--- src/rtl/top_pkg.sv ---
// Shared constants, state encoding and helpers for the byte-serial input framer.
package top_pkg;

  localparam int unsigned SALT_BYTES = 16;
  localparam int unsigned PW_BYTES   = 15;
  localparam int unsigned MSG_BYTES  = 16;
  localparam int unsigned KEY_LEN    = SALT_BYTES + PW_BYTES;

  localparam int unsigned SALT_W = 8 * SALT_BYTES;
  localparam int unsigned PW_W   = 8 * PW_BYTES;
  localparam int unsigned MSG_W  = 8 * MSG_BYTES;
  localparam int unsigned CNT_W  = 5;

  localparam logic KIND_KEY = 1'b0;
  localparam logic KIND_MSG = 1'b1;

  typedef enum logic [1:0] {
    IDLE,
    RECV,
    HOLD,
    WAIT
  } state_e;

  // Number of bytes in a burst for the given phase.
  function automatic logic [CNT_W-1:0] burst_len(input logic phase);
    return (phase == KIND_MSG) ? CNT_W'(MSG_BYTES) : CNT_W'(KEY_LEN);
  endfunction

endpackage

--- src/rtl/byte_shift_reg.sv ---
// MSB-first byte shift register with load enable; exposes its next value so the
// owner can capture a completed block on the same edge as the final byte.
module byte_shift_reg #(
  parameter int unsigned BYTES = 16
) (
  input  logic               clk,
  input  logic               rst,
  input  logic               en_i,
  input  logic [7:0]         din_i,
  output logic [8*BYTES-1:0] nxt_c
);

  localparam int unsigned W = 8 * BYTES;

  logic [W-1:0] shift_q, shift_d;

  always_comb begin
    shift_d = shift_q;
    if (en_i) shift_d = {shift_q[W-9:0], din_i};
  end

  always_ff @(posedge clk or posedge rst) begin
    if (rst) shift_q <= '0;
    else     shift_q <= shift_d;
  end

  assign nxt_c = shift_d;

endmodule

--- src/rtl/top_input_framer.sv ---
// Byte-serial framer: deserialises alternating key (salt+password) and message
// bursts into blocks offered to the core over a valid/ready handshake.
module top_input_framer
  import top_pkg::*;
(
  input  logic              clk,
  input  logic              rst,
  input  logic [7:0]        i_data,
  input  logic              i_start,
  input  logic              i_ready,
  output logic              o_valid,
  output logic              o_kind,
  output logic [SALT_W-1:0] o_salt,
  output logic [PW_W-1:0]   o_pw,
  output logic [MSG_W-1:0]  o_msg,
  output logic              o_ien,
  output logic              o_err,
  output logic              o_phase
);

  state_e            state_q, state_d;
  logic [CNT_W-1:0]  cnt_q, cnt_d;
  logic              phase_q, phase_d;
  logic              valid_q, valid_d;
  logic              kind_q, kind_d;
  logic              err_q, err_d;
  logic              ien_q, ien_d;
  logic              err_done_q, err_done_d;
  logic [SALT_W-1:0] salt_q, salt_d;
  logic [PW_W-1:0]   pw_q, pw_d;
  logic [MSG_W-1:0]  msg_q, msg_d;

  logic [CNT_W-1:0]  len_c, idx_c;
  logic              take_c, salt_en_c, pw_en_c, msg_en_c;
  logic [SALT_W-1:0] salt_nxt_c;
  logic [PW_W-1:0]   pw_nxt_c;
  logic [MSG_W-1:0]  msg_nxt_c;

  // Route each accepted byte to the shadow register for its position.
  always_comb begin
    len_c     = burst_len(phase_q);
    take_c    = i_start & ((state_q == IDLE) | (state_q == RECV));
    idx_c     = (state_q == IDLE) ? '0 : cnt_q;
    salt_en_c = take_c & (phase_q == KIND_KEY) & (idx_c < CNT_W'(SALT_BYTES));
    pw_en_c   = take_c & (phase_q == KIND_KEY) & (idx_c >= CNT_W'(SALT_BYTES));
    msg_en_c  = take_c & (phase_q != KIND_KEY);
  end

  byte_shift_reg #(.BYTES(SALT_BYTES)) u_salt (
    .clk(clk), .rst(rst), .en_i(salt_en_c), .din_i(i_data), .nxt_c(salt_nxt_c)
  );

  byte_shift_reg #(.BYTES(PW_BYTES)) u_pw (
    .clk(clk), .rst(rst), .en_i(pw_en_c), .din_i(i_data), .nxt_c(pw_nxt_c)
  );

  byte_shift_reg #(.BYTES(MSG_BYTES)) u_msg (
    .clk(clk), .rst(rst), .en_i(msg_en_c), .din_i(i_data), .nxt_c(msg_nxt_c)
  );

  always_comb begin
    state_d    = state_q;
    cnt_d      = cnt_q;
    phase_d    = phase_q;
    valid_d    = valid_q;
    kind_d     = kind_q;
    err_d      = 1'b0;
    err_done_d = err_done_q;
    salt_d     = salt_q;
    pw_d       = pw_q;
    msg_d      = msg_q;

    unique case (state_q)
      IDLE: begin
        err_done_d = 1'b0;
        if (i_start) begin
          cnt_d   = CNT_W'(1);
          state_d = RECV;
        end
      end
      RECV: begin
        if (i_start) begin
          if (cnt_q == len_c - CNT_W'(1)) begin
            state_d = HOLD;
            cnt_d   = '0;
            valid_d = 1'b1;
            kind_d  = phase_q;
            if (phase_q == KIND_KEY) begin
              salt_d = salt_nxt_c;
              pw_d   = pw_nxt_c;
            end else begin
              msg_d  = msg_nxt_c;
            end
          end else begin
            cnt_d = cnt_q + CNT_W'(1);
          end
        end else begin
          err_d   = 1'b1;
          cnt_d   = '0;
          state_d = IDLE;
        end
      end
      HOLD: begin
        if (i_ready) begin
          valid_d = 1'b0;
          phase_d = ~phase_q;
          state_d = WAIT;
        end
      end
      WAIT: begin
        if (!i_start) state_d = IDLE;
      end
      default: state_d = IDLE;
    endcase

    // Long-burst tails and bursts landing while a block is pending flag once per burst.
    if ((state_q == HOLD) || (state_q == WAIT)) begin
      if (i_start && !err_done_q) begin
        err_d      = 1'b1;
        err_done_d = 1'b1;
      end else if (!i_start) begin
        err_done_d = 1'b0;
      end
    end

    ien_d = (state_d == IDLE);
  end

  always_ff @(posedge clk or posedge rst) begin
    if (rst) begin
      state_q    <= IDLE;
      cnt_q      <= '0;
      phase_q    <= KIND_KEY;
      valid_q    <= 1'b0;
      kind_q     <= KIND_KEY;
      err_q      <= 1'b0;
      ien_q      <= 1'b1;
      err_done_q <= 1'b0;
      salt_q     <= '0;
      pw_q       <= '0;
      msg_q      <= '0;
    end else begin
      state_q    <= state_d;
      cnt_q      <= cnt_d;
      phase_q    <= phase_d;
      valid_q    <= valid_d;
      kind_q     <= kind_d;
      err_q      <= err_d;
      ien_q      <= ien_d;
      err_done_q <= err_done_d;
      salt_q     <= salt_d;
      pw_q       <= pw_d;
      msg_q      <= msg_d;
    end
  end

  assign o_valid = valid_q;
  assign o_kind  = kind_q;
  assign o_salt  = salt_q;
  assign o_pw    = pw_q;
  assign o_msg   = msg_q;
  assign o_ien   = ien_q;
  assign o_err   = err_q;
  assign o_phase = phase_q;

endmodule

--- config.mk ---
export PLATFORM = sky130hd
export DESIGN_NAME = top_input_framer
export DESIGN_NICKNAME = d
export VERILOG_FILES = /design/src/rtl/top_pkg.sv /design/src/rtl/byte_shift_reg.sv /design/src/rtl/top_input_framer.sv
export SDC_FILE = /design/constraint.sdc
export NUM_CORES = 1
export LEC_CHECK = 0
export ABC_AREA = 1
export BUFFER_PORTS_ARGS = -buffer_cell sky130_fd_sc_hd__buf_2
export CORE_MARGIN = 2
export CORE_UTILIZATION = 40
export CTS_CLUSTER_SIZE = 14
export DETAILED_ROUTE_END_ITERATION = 16
export PLACE_DENSITY_LB_ADDON = 0.25
export SLEW_MARGIN = 20
export SYNTH_ARGS = -nofsm -noshare
export SYNTH_HDL_FRONTEND = slang
export SYNTH_HIERARCHICAL = 1
export SYNTH_SLANG_ARGS = --single-unit
--- constraint.sdc ---
create_clock -name clk -period 21.2 [get_ports clk]
set_input_delay 2.12 -clock clk [delete_from_list [all_inputs] [get_ports clk]]
set_output_delay 2.12 -clock clk [all_outputs]
set_load 0.02 [all_outputs]
Word level (Yosys, flattened, before mapping). Cells that the tools add are included.

Order comparisons: 2. Div/mod/pow operators: 0. Multiply operators: 0. $add $sub $neg: 2. Muxes and demuxes: 27. Bitwise operators: 7. Eq/ne operators: 8. Shift operators: 0. Reduce and logical (&&, ||, !) cells: 13.

Operators with widths (count): $mux W128 (2); $mux W120 (1); $mux W5 (4); $reduce_and A4 Y1 (3); $mux W1 (11); $mux W2 (5); $pmux W5 S2 (1); $pmux W2 S4 (1); $ne A2 B2 Y1 const B (3); $add A5 B1 Y5 const B (1); $and A1 B1 Y1 (5); $eq A5 B5 Y1 (1); $ge A5 B5 Y1 const B (1); $lt A5 B5 Y1 const B (1); $sub A5 B1 Y5 const B (1); $eq A2 B2 Y1 const B (2); $logic_not A2 Y1 (2); $mux W4 (1); $reduce_and A2 Y1 (2); $reduce_bool A2 Y1 (2); $reduce_and A3 Y1 (1); $eq A2 B1 Y1 const B (1); $ne A2 B1 Y1 const B (1); $pmux W1 S2 (1); 5 further kinds (5).

Word-level logic and storage cells: 73. Latch bits: 0. Memory bits (read-only): 0. Flip-flop bits (word level): 765. Bits in writable memories: 0. Input bits: 12. Memories: 0. Output and inout bits: 381.

Longest topological paths before layout. Gate-level depths: netlist (run 1).

Depth in word-level cells: 7. Mapped depth: 12. Mapped depth without buffers: 10.

By module. The synthesis (run 1) kept the hierarchy.

By module, submodules not included: top_input_framer (times used 1, cells an instance 1673, sequential area each 9735.6 um2, area an instance 14848.0 um2); byte_shift_reg (u_msg ...) (times used 2, cells an instance 542, sequential area each 3203.1 um2, area an instance 4963.5 um2); byte_shift_reg (u_pw) (times used 1, cells an instance 508, sequential area each 3002.9 um2, area an instance 4486.8 um2).

Worst setup path before layout (run 1). No wires, ideal clock.

Path type: in2reg. From: input port i_start. To: register pw_q[100] (netlist: o_pw[100]). Data arrival time: 3.170 ns. Setup slack: 17.913 ns. Path buffers: 2. Stages: 11. Cells stage by stage: nand2_1 inv_1 nand2_1 nor3_1 inv_2 buf_2 buf_2 nand2_1 nand2_1 nand2_1 nand2_1.

Longest elaborated chain between the ends: 4.

Ends and longest elaborated chain: start: declaration (RTL line top_input_framer.sv:9) `input logic i_start,`; $and A1 B1 Y1 (RTL line top_input_framer.sv:42) `take_c = i_start & ((state_q == IDLE) | (state_q == RECV));`; $and A1 B1 Y1 (2 in a row) (RTL line top_input_framer.sv:45) `pw_en_c = take_c & (phase_q == KIND_KEY) & (idx_c >= CNT_W'(SALT_BYTES));`; via pw_en_c (RTL line top_input_framer.sv:34) `logic take_c, salt_en_c, pw_en_c, msg_en_c;`; $mux W120 (RTL line byte_shift_reg.sv:19) `if (en_i) shift_d = {shift_q[W-9:0], din_i};`; via pw_nxt_c[100] (RTL line top_input_framer.sv:36) `logic [PW_W-1:0] pw_nxt_c;`; end signal: assignment (RTL line top_input_framer.sv:152) `pw_q <= pw_d;`; end: declaration (RTL line top_input_framer.sv:30) `logic [PW_W-1:0] pw_q, pw_d;`.

The timed path passes the listed nets, and every way through them passes these cells. A chain may end at the register's enable or synchronous reset.

Worst setup path in the final report (run 1).
From: input port i_start. To: register salt_q[47] (netlist: o_salt[47]).

Longest elaborated chain between the ends: 4.

Ends and longest elaborated chain: $and A1 B1 Y1 (RTL line top_input_framer.sv:42); $and A1 B1 Y1 (2 in a row) (RTL line top_input_framer.sv:44) `salt_en_c = take_c & (phase_q == KIND_KEY) & (idx_c < CNT_W'(SALT_BYTES));`; $mux W128 (RTL line byte_shift_reg.sv:19); end signal: assignment (RTL line top_input_framer.sv:151) `salt_q <= salt_d;`; end: declaration (RTL line top_input_framer.sv:29) `logic [SALT_W-1:0] salt_q, salt_d;`.

Parallel ways exist; a longest one is shown, timed or not.

==> flow_summary.toml, run 1 <==
[setup_path]
cp-start-kind = "primary input"
required_ps = 21770
crit_type = "in2reg"
critPathMaxStageDelay_ps = 870
cp_max_fo = 90
cp_common_cell = "buf_4"
slowest_stage = "buf_4"
cp-end-kind = "register"
arrival_ps = 5310
cp_cell_sequence = "buf_2 -> inv_1 -> nor2_4 -> nand4_1 -> buf_4 -> buf_4 -> buf_4 -> nand2_1 -> nand2_1"

[floorplan]
dieArea_sq_um = 75300
core_region_area_sq_um = 72700
start_util = 0.402
io_pins = 393
dieWidth_um = 274
die_h_um = 274
rows = 99

[min_path]
min_path_type = "reg2reg"

[route]
drt_iter0_drc = 1638
drc = 0
routed_wl_mm = 77.0
wl_per_cell_um = 16.6
viasPerCell = 4.69
postRouteAntennaNets = 0
num_vias = 21700
drtPass1Iterations = 7

[clock_network]
cts_setup_buffers = 0
numClockSinks = 765
clock_latency_ps = 640
root_buffer = "clkbuf_16"
clk_pin_slew_ps = 60
cts_buffers = 83
htreeDepth = 3
cts.repair.resized = 0
cts_tree = "yes"
clock_path_buffers = 3
cts_hold_buf = 0

[sta]
holdWs_ps = 466
fmax_mhz = 211
tightest_slew_ps = 1040
worst_clock_skew_ps = 20.5
fin_crit_sh = 0.224
rsz0062_at_grt = "false"
setup_tns_ps = 0
slew_viol_final = 0
hold_viol_final = 0
setup_viol = 0
maxSlewHeadroom = 0.304
period_minus_slack_ps = 4740

[pwr]
power_mw = 3.05
cellPowerDensity_nw_per_um2 = 89.2
p_leak_nw = 20.6
peakVddDrop_mv = 0.0606

[final_layout]
nets = 3619
area_growth_pct = 16.8
instances_no_fill = 4627
fillers = 6999
drive_gt1_frac = 0.154
final_cell_mix = "nand2_1, dfrtp_1, buf_2, clkbuf_16, buf_4"
layout_commonest_cell = "nand2_1"
final_util = 0.470

[logic_synthesis]
seq_area_frac_synth = 0.654
synthCells = 3265
ys_ff_latch = 765
syn_nets = 3278
syn_avg_cell_area_sq_um = 8.96
yosys_warnings = 6
ys_types = 24
syn_area_sq_um = 29300

[placed_design]
portBuffers = 392
routabilityCongestion = 0.774
place_inst = 4479
dp_hpwl_mm = 48.0

[global_routing]
grt-ovfl-total = 0
grt_pass1_vias = 21100
grt_max_degree = 175
grt_pass1_wl_mm = 121
antenna_found_initial = 0
grt.total_usage = 0.205

[run]
cap_violations = 0

[status]
status = "completed"
-- Yosys cell counts, drive strengths merged --
| master | n | share of area |
|---|---|---|
| a21boi | 1 | 0.00026 |
| a21oi | 2 | 0.00034 |
| buf | 146 | 0.041 |
| clkbuf | 18 | 0.0023 |
| dfrtp | 764 | 0.65 |
| dfstp | 1 | 0.00090 |
| ha | 1 | 0.00043 |
| inv | 18 | 0.0023 |
| nand2 | 2285 | 0.29 |
| nand3 | 7 | 0.0016 |
| nand3b | 1 | 0.00026 |
| nand4 | 3 | 0.00064 |
| nor2 | 11 | 0.0018 |
| nor3 | 1 | 0.00017 |
| o21a | 1 | 0.00026 |
| o21ai | 2 | 0.00034 |
| o22ai | 1 | 0.00021 |
| xor2 | 2 | 0.00060 |
-- per-stage QoR --
stage | worst slack [ps] | area (sq um)
final | 16460 | 34200
after global routing | 16120 | 34200
after CTS | 16070 | 34100
after detailed placement | 15400 | 31400
after global placement | 15420 | 31400
after floorplan | 8270 | 29300
-- flip-flops by register name, summed over array words and instances (netlist names) --
| signal | flops |
|---|---|
| o_pw | 120 |
| o_kind | 1 |
| err_done_q | 1 |
| u_msg/shift_q | 128 |
| o_salt | 128 |
| o_err | 1 |
| o_valid | 1 |
| state_q | 2 |
| cnt_q | 5 |
| o_ien | 1 |
| o_phase | 1 |
| u_pw/shift_q | 120 |
| u_salt/shift_q | 128 |
| o_msg | 128 |
-- area by class of cell --
class,count,area [sq um],share of cell area
flip-flops and latches,765,19100,0.560
multi-input cells,2318,8810,0.258
clock buffers,121,2450,0.0717
repair buffers,420,2200,0.0645
well taps,959,1200,0.0351
clock inverters,24,267,0.00780
inverters,18,93.8,0.00275
diodes,2,5.00,0.000146
-- worst paths after layout --
path	depth (start not counted)	startpoint	end	slack [ps]
max in group asynchronous	5	rst	o_salt[8]	16800
min in group asynchronous	2	rst	o_pw[94]	1590
hold reg to reg	2	u_pw/shift_q[118]	u_pw/shift_q[118]	470
hold / removal	2	u_pw/shift_q[118]	u_pw/shift_q[118]	470
setup reg to reg	9	o_phase	o_salt[47]	17480
setup / recovery	9	i_start	o_salt[47]	16460
-- per-layer routing --
layer  routed length [um]  share of wire  global-route usage  up-vias
met5                    0              0                   0        -
met4                 1640          0.021              0.0582        0
met3                 3670          0.048              0.0317       97
met2                35500           0.46               0.313      497
met1                36200           0.47               0.302    10500
li1                     -              -                   -    10600
-- logic make-up after synthesis --
group / count (synthesis) / share of synthesized area
compound gates: 7 / 0.00141
xor+xnor: 2 / 0.000599
fa+ha+maj: 1 / 0.000428
flops: 765 / 0.654
buf+inv: 182 / 0.0458
simple gates: 2308 / 0.298
-- where the power goes --
group          switching [mW]  total (mW)  internal, mW  leakage, nW
Sequential             0.0207        1.52          1.50         10.6
Clock                   0.603        1.43         0.831         1.33
Combinational          0.0749      0.0954        0.0205         8.71
Total                   0.698        3.05          2.35         20.6
-- critical path: cells and delay by family --
| kind | cells | cell delay [ps] |
|---|---|---|
| buffers and inverters | 5 | 2660 |
| AND/OR/NAND/NOR | 4 | 400 |
No activity file was read; power rests on OpenSTA's default activity.
==> run 2, diff against run 1 <==
==> constraint.sdc (replaced) <==
create_clock -name clk -period 4.3 [get_ports clk]
set_input_delay 0.43 -clock clk [delete_from_list [all_inputs] [get_ports clk]]
set_output_delay 0.43 -clock clk [all_outputs]
set_load 0.02 [all_outputs]
==> flow_summary.toml, run 2 (synthesis results as in run 1) <==
[global_routing]
grt_max_degree = 135
antenna_found_initial = 0
grt.total_usage = 0.204
grt_pass1_vias = 21200
grt-ovfl-total = 0
grt_pass1_wl_mm = 122

[min_path]
min_from = "i_start"
min_path_type = "in2reg"

[clock_network]
clk_pin_slew_ps = 60
cts_buffers = 81
clock_latency_ps = 620
htreeDepth = 3
clock_path_buffers = 3
root_buffer = "clkbuf_16"
numClockSinks = 765
cts_tree = "yes"
cts.repair.resized = 0

[setup_path]
cp_max_fo = 47
required_ps = 4800
cp-start-kind = "register"
crit_type = "reg2reg"
arrival_ps = 3030
worstSetupStartpoint = "o_phase"
cp-end-kind = "register"
reg2reg_from = "o_phase"

[sta]
slew_viol_final = 0
setup_viol = 0
worst_clock_skew_ps = 23.2
period_minus_slack_ps = 2530
hold_viol_final = 0
fin_crit_sh = 0.588
maxSlewHeadroom = 0.390
tightest_slew_ps = 914
fmax_mhz = 395
rsz0062_at_grt = "false"
holdWs_ps = 129
worst_slack_ps = 1770

[final_layout]
nets = 3619
final_cell_mix = "nand2_1, dfrtp_1, buf_2, clkbuf_16, clkbuf_8"
area_growth_pct = 17.1
drive_gt1_frac = 0.154
n_antenna_cell = 0
final_util = 0.471
fillers = 7046
layout_commonest_cell = "nand2_1"

[placed_design]
routabilityCongestion = 0.774
dp_hpwl_mm = 47.9
place_ws_ps = 1700
portBuffers = 392

[route]
drtPass1Iterations = 5
drt_iter0_drc = 1741
wl_per_cell_um = 16.6
num_vias = 21700
viasPerCell = 4.69
postRouteAntennaNets = 0
routed_wl_mm = 77.0
drc = 0

[pwr]
peakVddDrop_mv = 0.327
p_leak_nw = 20.6
cellPowerDensity_nw_per_um2 = 434

[status]
status = "completed"

[run]
cap_violations = 0

[floorplan]
die_h_um = 274
core_region_area_sq_um = 72700
rows = 99
start_util = 0.402
io_pins = 393
dieArea_sq_um = 75300
dieWidth_um = 274
run 2: cell types whose count changed in the layout (fill, tap and decap cells not counted), moves of 2 or more:
cell / previous run / this run
buf_12: 1 / 14
buf_4: 26 / 14
clkbuf_8: 21 / 18
clkinvlp_4: 3 / 6
inv_6: 3 / 6
clkinv_2: 12 / 14
diode_2: 2 / 0
run 2: worst paths after layout:
| path | end | slack [ps] | cells after the start |
|---|---|---|---|
| setup reg to reg | o_salt[62] | 1770 | 9 |
| max in group asynchronous | u_pw/shift_q[34] | 2650 | 4 |
| setup / recovery | o_salt[62] | 1770 | 9 |
| hold / removal | err_done_q | 130 | 3 |
| hold reg to reg | u_pw/shift_q[116] | 470 | 2 |
| min in group asynchronous | o_pw[9] | 500 | 3 |
run 2: through the flow:
step           power, mW  cells  instance area (sq um)  TNS, ps
4_1_cts             15.1   4626                  34200        0
3_5_place_dp        8.10   4480                  31600        0
3_3_place_gp        8.09   4480                  31600        0
6_report            14.9   4627                  34300        0
2_1_floorplan       7.95   3265                  29300  -528100
5_1_grt             15.4   4627                  34300        0
run 2: what timing repair did:
| item | in CTS | in global routing |
|---|---|---|
| hold endpoints to repair | 4 | 0 |
| hold buffers | 1 | 0 |
| buffers inserted | 0 | 0 |
run 2: final cells by class:
cell class	count	area (sq um)	area share
Sequential cell	765	19100	0.559
Clock buffer	118	2390	0.0697
Clock inverter	27	250	0.00730
Tap cell	959	1200	0.0350
Timing Repair Buffer	422	2380	0.0696
Multi-Input combinational cell	2318	8810	0.257
Inverter	18	92.6	0.00270
run 2: per-layer routing:
| metal | GRT usage | wire, um | vias up |
|---|---|---|---|
| met1 | 0.295 | 35900 | 10500 |
| met3 | 0.0371 | 3900 | 94 |
| met4 | 0.0585 | 1610 | 0 |
| li1 | - | - | 10600 |
| met5 | 0 | 0 | - |
| met2 | 0.314 | 35600 | 520 |
run 2: power breakdown:
part	internal, mW	switching [mW]
logic	0.107	0.368
registers	7.38	0.103
clock network	4.00	2.91
total	11.5	3.38
run 2: critical path, stage by stage, from the launching register on:
cell      delay [ps]
dfrtp_1          460
inv_1            260
nand2_1          170
nor2_4           190
clkinv_2         460
buf_4            500
nand2_1          130
nand2_1           70
nand2_1           70
nand2_1           60
==> run 3, diff against run 2 <==
==> constraint.sdc (replaced) <==
create_clock -name clk -period 2.41 [get_ports clk]
set_input_delay 0.241 -clock clk [delete_from_list [all_inputs] [get_ports clk]]
set_output_delay 0.241 -clock clk [all_outputs]
set_load 0.02 [all_outputs]
==> flow_summary.toml, run 3 (synthesis results as in run 1) <==
[clock_network]
cts.repair.resized = 0
cts_tree = "yes"
clk_pin_slew_ps = 60
numClockSinks = 765
cts_buffers = 81
htreeDepth = 3
clock_latency_ps = 630
cts_hold_buf = 11
cts_setup_buffers = 0
clock_path_buffers = 3
root_buffer = "clkbuf_16"

[route]
drtPass1Iterations = 5
wl_per_cell_um = 16.6
drc = 0
postRouteAntennaNets = 0
met1_length_mm = 35.2
drt_iter0_drc = 1514
dr_wl_met3_mm = 4.75
viasPerCell = 4.65
routed_wl_mm = 77.4
num_vias = 21700
top_layer = "met5"
wl_met2_mm = 35.5

[pwr]
p_int_mw = 22.0
switchingPower_mw = 6.17
peakVddDrop_mv = 0.519
comb_power_share = 0.032
swShare = 0.219
pwr-share-clk = 0.493
p_leak_nw = 21.0
seqPwrFrac = 0.475
power_mw = 28.1
cellPowerDensity_nw_per_um2 = 800

[sta]
maxSlewHeadroom = 0.460
worst_clock_skew_ps = 22.3
period_minus_slack_ps = 2120
slew_viol_final = 0
setup_tns_ps = 0
setup_viol = 0
tightest_slew_ps = 809
fin_crit_sh = 0.879
hold_viol_final = 0
fmax_mhz = 472
rsz0062_at_grt = "false"

[setup_path]
arrival_ps = 2670
slowest_stage = "dfrtp_1"
required_ps = 2960
cp_common_cell = "nand2_1"
cp_cell_sequence = "inv_1 -> nand2_1 -> nor3_2 -> buf_4 -> inv_4 -> buf_12 -> nand2_1 -> nand2_1 -> nand2_1 -> nand2_1"
critical_path.top_delay_family = "buffers and inverters"
cp-end-kind = "register"
crit_buf_inv = 4
crit_type = "reg2reg"
critPathMaxStageDelay_ps = 450
cp_max_fo = 43
cp-start-kind = "register"

[global_routing]
grt.total_usage = 0.206
grt_max_degree = 130
grt-ovfl-total = 0
antenna_found_initial = 1
grt_pass1_wl_mm = 122
grt_pass1_vias = 21200

[status]
status = "completed"

[floorplan]
start_util = 0.402
rows = 99
dieArea_sq_um = 75300
core_region_area_sq_um = 72700
io_pins = 393
die_h_um = 274
dieWidth_um = 274

[final_layout]
layout_commonest_cell = "nand2_1"
design_area_sq_um = 35200
fillers = 6914
drive_gt1_frac = 0.162
final_cell_mix = "nand2_1, dfrtp_1, buf_2, clkbuf_16, buf_12"
area_growth_pct = 20.2
nets = 3650
n_antenna_cell = 0

[placed_design]
portBuffers = 392
dpl_cell_area_sq_um = 32000
dp_hpwl_mm = 49.2
routabilityCongestion = 0.782

[min_path]
min_path_type = "in2async"

[run]
cap_violations = 0
[run 3: metal layers]
metal,vias up,track usage
li1,10600,-
met4,2,0.0656
met3,98,0.0464
met2,518,0.312
met5,-,0
met1,10400,0.294
[run 3: power by group through the flow]
stage | Combinational [mW] | Clock [mW] | Sequential [mW]
6_report | 0.896 | 13.9 | 13.4
5_1_grt | 1.04 | 14.8 | 13.4
4_1_cts | 0.928 | 14.2 | 13.4
3_5_place_dp | 0.906 | 0 | 13.6
3_3_place_gp | 0.898 | 0 | 13.6
2_1_floorplan | 0.641 | 0 | 13.5
[run 3: cell type report]
type / count / area, sq um / share of cell area
sequential: 765 / 19100 / 0.544
inverter: 18 / 90.1 / 0.00256
tap: 959 / 1200 / 0.0341
timing repair buffer: 453 / 2900 / 0.0824
clock inverter: 37 / 612 / 0.0174
clock buffer: 114 / 2410 / 0.0686
multi-input combinational: 2318 / 8810 / 0.251
[run 3: worst min-delay path, delay by kind of cell]
family                 cells  cell delay [ps]
buffers and inverters      3             1260
[run 3: final timing paths]
check	start	end	slack, ps	cells past startpoint
setup / recovery	o_phase	o_pw[50]	290	10
hold / removal	rst	u_msg/shift_q[100]	440	3
min in group clk	u_pw/shift_q[113]	u_pw/shift_q[113]	470	2
max in group asynchronous	rst	o_pw[112]	1220	4
hold reg to reg	u_pw/shift_q[113]	u_pw/shift_q[113]	470	2
setup reg to reg	o_phase	o_pw[50]	290	10
[run 3: through the flow]
step / util / cells / hold WS [ps] / worst slack (ps)
final: 0.484 / 4664 / 442 / 291
after global routing: 0.484 / 4664 / 456 / 87.1
after CTS: 0.484 / 4664 / 399 / 255
after detailed placement: 0.441 / 4502 / 442 / 272
after global placement: 0.441 / 4502 / 451 / 277
after floorplan: - / 3265 / 341 / -3060
